**src/rtl/mem_access_ctrl_if.sv**
```systemverilog
// Data-memory port between the MEM-stage controller (master) and the memory (slave).
// A request is held until the memory answers with a single-cycle ack.
interface mem_access_ctrl_if;
    logic        dmem_req;
    logic        dmem_we;
    logic [31:0] dmem_addr;
    logic [3:0]  dmem_be;
    logic [31:0] dmem_wdata;
    logic        dmem_ack;
    logic [31:0] dmem_rdata;

    modport master (
        output dmem_req, dmem_we, dmem_addr, dmem_be, dmem_wdata,
        input  dmem_ack, dmem_rdata
    );

    modport slave (
        input  dmem_req, dmem_we, dmem_addr, dmem_be, dmem_wdata,
        output dmem_ack, dmem_rdata
    );
endinterface

```
**src/rtl/mem_access_ctrl.sv**
```systemverilog
// MEM-stage sequencer: issues one req/ack memory access per instruction and stalls
// the pipeline until it completes, refuses misaligned/illegal ops, and times out.
module mem_access_ctrl #(
    parameter int unsigned TIMEOUT = 255
) (
    input  logic                      clk,
    input  logic                      rst,
    input  logic                      i_mem_read,
    input  logic                      i_mem_write,
    input  logic [2:0]                i_mem_op,
    input  logic [31:0]               i_addr,
    input  logic [31:0]               i_wdata,
    mem_access_ctrl_if.master         dmem,
    output logic                      o_mem_stall,
    output logic [31:0]               o_load_data,
    output logic                      o_misalign,
    output logic                      o_bus_err
);
    typedef enum logic [1:0] {S_IDLE, S_BUSY, S_DONE} state_t;

    localparam logic [7:0] LP_TMO_LAST = 8'(TIMEOUT - 1);

    state_t      r_state, w_next;
    logic        r_req, r_we, r_bus_err;
    logic [31:0] r_addr, r_wdata, r_load_data;
    logic [3:0]  r_be;
    logic [2:0]  r_op;
    logic [1:0]  r_off;
    logic [7:0]  r_cnt;

    logic        w_access, w_illegal, w_start, w_ack, w_tmo;
    logic [3:0]  w_be;
    logic [31:0] w_wdata, w_sh, w_ext;

    assign w_access = i_mem_read | i_mem_write;

    // A store with mem_op[2] set (unsigned variant) has no meaning and is refused.
    always_comb begin
        w_illegal = 1'b1;
        case (i_mem_op)
            3'b000:  w_illegal = 1'b0;
            3'b001:  w_illegal = i_addr[0];
            3'b010:  w_illegal = |i_addr[1:0];
            3'b100:  w_illegal = i_mem_write;
            3'b101:  w_illegal = i_mem_write | i_addr[0];
            default: w_illegal = 1'b1;
        endcase
    end

    always_comb begin
        w_be    = 4'b1111;
        w_wdata = i_wdata;
        case (i_mem_op[1:0])
            2'b00: begin
                w_be    = 4'b0001 << i_addr[1:0];
                w_wdata = {4{i_wdata[7:0]}};
            end
            2'b01: begin
                w_be    = i_addr[1] ? 4'b1100 : 4'b0011;
                w_wdata = {2{i_wdata[15:0]}};
            end
            default: ;
        endcase
    end

    assign w_sh = dmem.dmem_rdata >> {r_off, 3'b000};

    always_comb begin
        w_ext = w_sh;
        case (r_op)
            3'b000:  w_ext = {{24{w_sh[7]}}, w_sh[7:0]};
            3'b100:  w_ext = {24'h0, w_sh[7:0]};
            3'b001:  w_ext = {{16{w_sh[15]}}, w_sh[15:0]};
            3'b101:  w_ext = {16'h0, w_sh[15:0]};
            default: w_ext = w_sh;
        endcase
    end

    always_ff @(posedge clk or negedge rst) begin
        if (!rst) r_state <= S_IDLE;
        else      r_state <= w_next;
    end

    // Stall in IDLE is gated by reset so an asserted reset releases the pipeline at once.
    always_comb begin
        w_next      = r_state;
        o_mem_stall = 1'b0;
        w_start     = 1'b0;
        w_ack       = 1'b0;
        w_tmo       = 1'b0;
        o_misalign  = 1'b0;
        case (r_state)
            S_IDLE: begin
                o_misalign = w_access & w_illegal;
                if (w_access && !w_illegal && rst) begin
                    w_start     = 1'b1;
                    o_mem_stall = 1'b1;
                    w_next      = S_BUSY;
                end
            end
            S_BUSY: begin
                o_mem_stall = 1'b1;
                if (dmem.dmem_ack) begin
                    w_ack  = 1'b1;
                    w_next = S_DONE;
                end else if (r_cnt == LP_TMO_LAST) begin
                    w_tmo  = 1'b1;
                    w_next = S_DONE;
                end
            end
            S_DONE:  w_next = S_IDLE;
            default: w_next = S_IDLE;
        endcase
    end

    always_ff @(posedge clk or negedge rst) begin
        if (!rst) begin
            r_req       <= 1'b0;
            r_we        <= 1'b0;
            r_addr      <= '0;
            r_be        <= '0;
            r_wdata     <= '0;
            r_op        <= '0;
            r_off       <= '0;
            r_load_data <= '0;
            r_bus_err   <= 1'b0;
            r_cnt       <= '0;
        end else begin
            r_bus_err <= 1'b0;
            if (w_start) begin
                r_req   <= 1'b1;
                r_we    <= i_mem_write;
                r_addr  <= {i_addr[31:2], 2'b00};
                r_be    <= w_be;
                r_wdata <= w_wdata;
                r_op    <= i_mem_op;
                r_off   <= i_addr[1:0];
            end
            if (w_ack) begin
                r_req       <= 1'b0;
                r_load_data <= w_ext;
            end else if (w_tmo) begin
                r_req       <= 1'b0;
                r_load_data <= '0;
                r_bus_err   <= 1'b1;
            end
            if (r_state == S_BUSY && w_next == S_BUSY) r_cnt <= r_cnt + 8'd1;
            else                                      r_cnt <= '0;
        end
    end

    assign dmem.dmem_req   = r_req;
    assign dmem.dmem_we    = r_we;
    assign dmem.dmem_addr  = r_addr;
    assign dmem.dmem_be    = r_be;
    assign dmem.dmem_wdata = r_wdata;
    assign o_load_data     = r_load_data;
    assign o_bus_err       = r_bus_err;
endmodule

```
**src/flat_wrapper.sv**
```systemverilog
// flat-port wrapper written by rule: the top's interface ports become plain ports
module mem_access_ctrl_flat 
#(
    parameter int unsigned TIMEOUT = 255
)
  (clk, rst, i_mem_read, i_mem_write, i_mem_op, i_addr, i_wdata, o_mem_stall, o_load_data, o_misalign, o_bus_err, dmem_dmem_req, dmem_dmem_we, dmem_dmem_addr, dmem_dmem_be, dmem_dmem_wdata, dmem_dmem_ack, dmem_dmem_rdata);
  mem_access_ctrl_if dmem_i ();
  input  logic clk;
  input  logic rst;
  input  logic i_mem_read;
  input  logic i_mem_write;
  input  logic [2:0] i_mem_op;
  input  logic [31:0] i_addr;
  input  logic [31:0] i_wdata;
  output logic o_mem_stall;
  output logic [31:0] o_load_data;
  output logic o_misalign;
  output logic o_bus_err;
  output wire logic [$bits(dmem_i.dmem_req)-1:0] dmem_dmem_req;
  output wire logic [$bits(dmem_i.dmem_we)-1:0] dmem_dmem_we;
  output wire logic [$bits(dmem_i.dmem_addr)-1:0] dmem_dmem_addr;
  output wire logic [$bits(dmem_i.dmem_be)-1:0] dmem_dmem_be;
  output wire logic [$bits(dmem_i.dmem_wdata)-1:0] dmem_dmem_wdata;
  input wire logic [$bits(dmem_i.dmem_ack)-1:0] dmem_dmem_ack;
  input wire logic [$bits(dmem_i.dmem_rdata)-1:0] dmem_dmem_rdata;
  assign dmem_dmem_req = dmem_i.dmem_req;
  assign dmem_dmem_we = dmem_i.dmem_we;
  assign dmem_dmem_addr = dmem_i.dmem_addr;
  assign dmem_dmem_be = dmem_i.dmem_be;
  assign dmem_dmem_wdata = dmem_i.dmem_wdata;
  assign dmem_i.dmem_ack = dmem_dmem_ack;
  assign dmem_i.dmem_rdata = dmem_dmem_rdata;
  mem_access_ctrl #(.TIMEOUT(TIMEOUT)) u_core (.clk(clk), .rst(rst), .i_mem_read(i_mem_read), .i_mem_write(i_mem_write), .i_mem_op(i_mem_op), .i_addr(i_addr), .i_wdata(i_wdata), .dmem(dmem_i), .o_mem_stall(o_mem_stall), .o_load_data(o_load_data), .o_misalign(o_misalign), .o_bus_err(o_bus_err));
endmodule
```
**config.mk**
```make
export PLATFORM = sky130hd
export DESIGN_NAME = mem_access_ctrl_flat
export DESIGN_NICKNAME = d
export VERILOG_FILES = /design/src/rtl/mem_access_ctrl_if.sv /design/src/rtl/mem_access_ctrl.sv /design/src/flat_wrapper.sv
export SDC_FILE = /design/constraint.sdc
export NUM_CORES = 1
export LEC_CHECK = 0
export BUFFER_PORTS_ARGS = -buffer_cell sky130_fd_sc_hd__buf_2
export CAP_MARGIN = 20
export CORE_MARGIN = 1.5
export CORE_UTILIZATION = 44
export DETAILED_ROUTE_END_ITERATION = 8
export PLACE_DENSITY_LB_ADDON = 0.08
export SYNTH_ARGS = -nofsm -noshare
export SYNTH_HDL_FRONTEND = slang
export SYNTH_SLANG_ARGS = --single-unit
```
**constraint.sdc**
```tcl
create_clock -name clk -period 1.5 [get_ports clk]
set_input_delay 0 -clock clk [delete_from_list [all_inputs] [get_ports clk]]
set_output_delay 0 -clock clk [all_outputs]
set_load 0.01 [all_outputs]
```
Word level (Yosys, flattened, before mapping)
Cells that the tools add are included.
- $add $sub $neg: 1
- equal/unequal tests: 11
- shift-type cells: 2
- multiplexer cells: 26
- bitwise operators: 3
- reduce and logical (&&, ||, !) cells: 11
- operator list (operator ; number):
    $pmux 32 s4 ; 1
    $mux 32 ; 2
    $pmux 32 s2 ; 1
    $shr 32x5->32 ; 1
    $mux 1 ; 13
    $eq 3x3->1 const B ; 4
    $add 8x1->8 const B ; 1
    $eq 8x8->1 const B ; 1
    $mux 8 ; 1
    $pmux 4 s2 ; 1
    $eq 2x1->1 const B ; 3
    $eq 3x1->1 const B ; 2
    $logic_not 3->1 ; 2
    $mux 2 ; 3
    $pmux 1 s5 ; 1
    $logic_not 2->1 ; 2
    $mux 4 ; 1
    $pmux 2 s2 ; 1
    $shl 1x2->4 const A ; 1
    $eq 3x2->1 const B ; 1
    $logic_and 1x1->1 ; 3
    $reduce_bool 3->1 ; 1
    $or 1x1->1 ; 2
    $pmux 1 s2 ; 1
    other kinds (4) ; 4
- register bits after elaboration: 116
- bits of input ports: 104
- output and inout port bits: 105
- logic and storage cells: 65

Longest topological paths before layout
- depth after elaboration: 10
- mapped depth: 7
- mapped depth without buffers: 6

Least setup slack after synthesis
No wires, ideal clock.
- kind: reg-to-reg
- from: register u_core.r_state[1]
- to: register u_core.r_load_data[29], in the netlist u_core.o_load_data[29]
- setup time: 0.067 ns
- arrival: 1.587 ns
- required time: 1.433 ns
- slack: -0.154 ns
- cell stages (with the launch flop): 6
- path buffers: 1
- period minus slack after synthesis: 1.654 ns
- cells stage by stage: dfrtp_1 > nand3b_1 > or3_1 > a211oi_4 > buf_6 > a221o_1
- cells in the longest elaborated chain, start to end: 3
- elaborated cells on any way between the ends: 5
- classes of those cells: eq/ne: 1; mux: 3; reduce/logical: 1
- ends and longest elaborated chain (element ; RTL line ; text):
    start, declared ; mem_access_ctrl.sv:23 ; state_t r_state, w_next;
    start signal, assigned ; mem_access_ctrl.sv:81 ; else r_state <= w_next;
    $eq 2x1->1 * ; mem_access_ctrl.sv:92 ; case (r_state)
    $mux 1 ; mem_access_ctrl.sv:92 ;
    $mux 32 or $reduce_bool 2->1 (tied branches) ; n/a ;
    end signal, assigned ; mem_access_ctrl.sv:141 ; r_load_data <= w_ext;
    end, declared ; mem_access_ctrl.sv:25 ; logic [31:0] r_addr, r_wdata, r_load_data;
Mark *: on every way between the ends. The rest lies on a longest branch, timed or not.
A chain may end at the register's enable or synchronous reset.

Worst setup path in the final report
- from: register u_core.r_state[1]
- to: output port o_mem_stall
- cells in the longest elaborated chain, start to end: 2
- elaborated cells on any way between the ends: 3
- classes of those cells: eq/ne: 1; mux: 1; reduce/logical: 1
- ends and longest elaborated chain (element ; RTL line ; text):
    $eq 2x1->1 or $logic_not 2->1 (tied branches) ; mem_access_ctrl.sv:92 ;
    $pmux 1 s2 * ; mem_access_ctrl.sv:92 ;
    end, declared ; flat_wrapper.sv:15 ; output logic o_mem_stall;
Marks and branches as above.

==> impl_metrics.csv <==
group,metric,value,unit
sta,slew_headroom,0.5892,
routing,dr.first_iter.drc_count,271,
global_routing,antenna_found_initial,0,
synth,synth_compound_area_frac,0.1238,
setup_path,path_class,"reg -> out",
floorplanning,rows,40,
floorplanning,die_area,12850,um2
hold_path,min_path_type,"in -> reg",
routing,ant_nets,0,
synth,ys.flop_type,"dfrtp_1",
synth,synth_most_common_cell,"dfrtp_1",
routing,routed_wl,18090,um
floorplanning,die_h,113.3,um
placement,io_buffers,206,
setup_path,worstSetupStartpointType,"flip-flop",
placement,placed_cell_area,6803,um2
sta,finalMaxSlewViolations,0,
synth,async_flop_share,1.000,
sta,fin_ws,-0.1263,ns
power_and_ir_drop,leakagePower,4.777,nW
floorplanning,initial_core_util,0.4479,
global_routing,grt_first_pass_wirelength,27390,um
synth,ys_ff_latch,116,
cells_and_area,drive_above_1_share,0.5162,
sta,rsz0062_at_grt,"true",
cells_and_area,areaGrowthSynthToFinish,78.09,%
synth,synth_area_leaders,"dfrtp_1, mux2i_1, mux2_1",
routing,drt_first_pass_iters,5,
flow_run,max-cap-violations,0,
status,outcome,"complete, but fails checks",
cts,cts_tree,"yes",
routing,wire_per_inst,18.42,um
sta,finalClockSkew,0.008416,ns
cells_and_area,multi_input_area,2814,um2
synth,synth_mux_area_frac,0.1882,
cts,clk_latency,0.42,ns
global_routing,grt_start_max_net_pins,117,
setup_path,worstPathMaxFanout,4,
sta,hold_viol,0,
synth,synth-seq-area-share,0.5418,
power_and_ir_drop,powerDensity,1541,nW/um2
synth,synth-simple-area-share,0.09225,
synth,ys_types,44,
synth,synth_fa_ha_area_frac,0.004671,
synth,synth_top_cells_by_count,"dfrtp_1, mux2i_1, nand2_1, mux2_1, nor2_1",
synth,yosysTopAreaCellShare,0.5418,
setup_path,max_stage_delay,0.38,ns
setup_path,critPathRequiredTime,1.50,ns
floorplanning,die_x,113.3,um
synth,post-synth-top-area-cell,"dfrtp_1",
sta,fmax,614.9,MHz
global_routing,overflow,0,
cts,cts_root_buffer,"clkbuf_16",
sta,setup_violations,90,
setup_path,path_cells,"buf_6 > nor2_4 > o2111ai_4 > buf_12 > a21oi_2 > buf_2",
power_and_ir_drop,irDropWorstVdd,0.0008890,V
setup_path,cpLargestDelayFamily,"buffers and inverters",
cts,clk_pin_slew,0.05,ns
setup_path,critPathSlowestCell,"dfrtp_1",
setup_path,end_kind,"output pin",
cells_and_area,diodes,0,
setup_path,crit_buf_inv,3,
synth,yosys_warnings,0,
routing,dr_total_vias,5231,
global_routing,track_usage,0.2782,
sta,tightest_slew,0.6163,ns
placement,dp_hpwl,9970,um
routing,drc,0,
synth,synth-xor-area-share,0.01144,
status,violations,"setup timing",
synth,synth_area_per_cell,11.60,um2
sta,fin_crit_sh,1.084,
routing,routed_via_density,5.327,
cts,cts_buffer_depth,2,
sta,period_needed,1.626,ns
cells_and_area,regArea,2904,um2
placement,gp_congestion,0.7935,
cts,clock_sinks,116,
floorplanning,io_pins,209,
synth,synth_edf_count,0,
cts,htree_levels,4,
cells_and_area,fill_cells,730,
synth,synth_top_family_by_area,"multiplexers",
cells_and_area,nets,928,
cells_and_area,design_area,9542,um2
global_routing,grt_pass1_vias,5330,
synth,syn_inst,462,
setup_path,worst_ep_arrival_time,1.63,ns
synth,netlist_area,5358,um2
cts,cts_inserted_buffers,17,
sta,whs,0.007643,ns
floorplanning,core_area,11960,um2
[worst reg2reg max path, stage by stage (launching register included)]
cell       delay [ns]
dfrtp_1          0.38
buf_6            0.13
nor2_4           0.13
o2111ai_4        0.16
buf_12           0.18
buf_4            0.19
mux2_1           0.33
[worst paths after layout]
kind	startpoint	to	slack, ns	depth (start not counted)
worst min register to register	u_core.dmem.dmem_be[0]	u_core.dmem.dmem_be[0]	0.47	2
min in group asynchronous	rst	u_core.dmem.dmem_addr[22]	0.28	3
worst max-delay path	u_core.r_state[1]	o_mem_stall	-0.13	6
worst max register to register	u_core.r_state[1]	u_core.dmem.dmem_wdata[1]	-0.12	6
worst min-delay path	dmem_dmem_rdata[16]	u_core.o_load_data[16]	0.008	4
max in group asynchronous	rst	u_core.r_off[1]	0.75	3
[per-stage QoR]
step	power [mW]	TNS, ns	util	setup slack (ns)	instances
3_3_place_gp	8.629	-8.797	0.5687	-0.2130	827
6_report	14.70	-5.944	0.7977	-0.1263	982
3_5_place_dp	8.750	-10.95	0.5687	-0.2603	827
5_1_grt	15.41	-11.56	0.7977	-0.2237	982
4_1_cts	14.05	-4.069	0.7564	-0.1257	972
2_1_floorplan	6.874	-1.493	-	-0.1440	463
[area by class of cell]
type                    count  share of cell area
multi-input cells         307              0.2949
clock buffers              23             0.05219
flip-flops and latches    116              0.3044
inverters                   7            0.002754
repair buffers            373              0.3110
well taps                 147             0.01928
clock inverters             9             0.01547
[layout by cell type (no fill, tap or decap), types with 5 or more instances in the layout]
| cell type | netlist | final |
|---|---|---|
| buf_4 | 2 | 35 |
| clkbuf_8 | 0 | 5 |
| nand3b_1 | 9 | 9 |
| nand2_1 | 46 | 19 |
| dlygate4sd3_1 | 0 | 95 |
| nor2_1 | 33 | 30 |
| nand2_4 | 0 | 17 |
| a211o_1 | 8 | 8 |
| a32o_1 | 7 | 6 |
| buf_16 | 0 | 8 |
| buf_12 | 0 | 13 |
| mux2_1 | 43 | 10 |
| a21oi_2 | 0 | 8 |
| buf_2 | 15 | 205 |
| inv_1 | 6 | 6 |
| dfrtp_1 | 116 | 115 |
| a221o_1 | 8 | 8 |
| mux2i_1 | 49 | 43 |
| mux2_4 | 0 | 34 |
| o21ai_2 | 0 | 21 |
| clkbuf_16 | 0 | 20 |
| a21oi_1 | 19 | 11 |
| buf_6 | 3 | 10 |
| o21ai_0 | 8 | 5 |
| o21ai_1 | 29 | 11 |
| nand2_2 | 0 | 10 |
[logic make-up after synthesis]
family | count (synthesis)
other | 1
buffers and inverters | 40
AND/OR/NAND/NOR | 107
adder cells (fa/ha/maj) | 2
flip-flops | 116
multiplexers | 94
AO/OA/AOI/OAI | 95
XOR/XNOR | 7
[state kept, by name (all words and copies together) (netlist names)]
name and flops:
u_core.o_load_data 32, u_core.r_off 2, u_core.dmem.dmem_we 1, u_core.dmem.dmem_be 4, u_core.dmem.dmem_addr 30, u_core.r_state 2, u_core.dmem.dmem_wdata 32, u_core.dmem.dmem_req 1
u_core.o_bus_err 1, u_core.r_cnt 8, u_core.r_op 3
[metal layers]
layer / wire (um) / GRT usage / vias to the layer above
met3: 1298 / 0.08570 / 38
met2: 9185 / 0.4743 / 233
li1: - / - / 2399
met5: 0 / 0 / -
met4: 444 / 0.1067 / 0
met1: 7159 / 0.3310 / 2561
[power breakdown]
| group | leakage [nW] | internal [mW] | switching, mW |
|---|---|---|---|
| sequential | 1.45 | 4.18 | 0.717 |
| clock | 0.319 | 2.99 | 1.42 |
| combinational | 3.01 | 2.97 | 2.44 |
| total | 4.78 | 10.1 | 4.57 |
[timing repair]
item,CTS,global route
pin swaps,22,39
endpoints found under the setup margin,101,113
hold buffers,95,0
gates cloned,9,4
hold endpoints to repair,205,0
resized for setup,86,98
setup buffers,10,8
No activity file was read; power rests on OpenSTA's default activity.
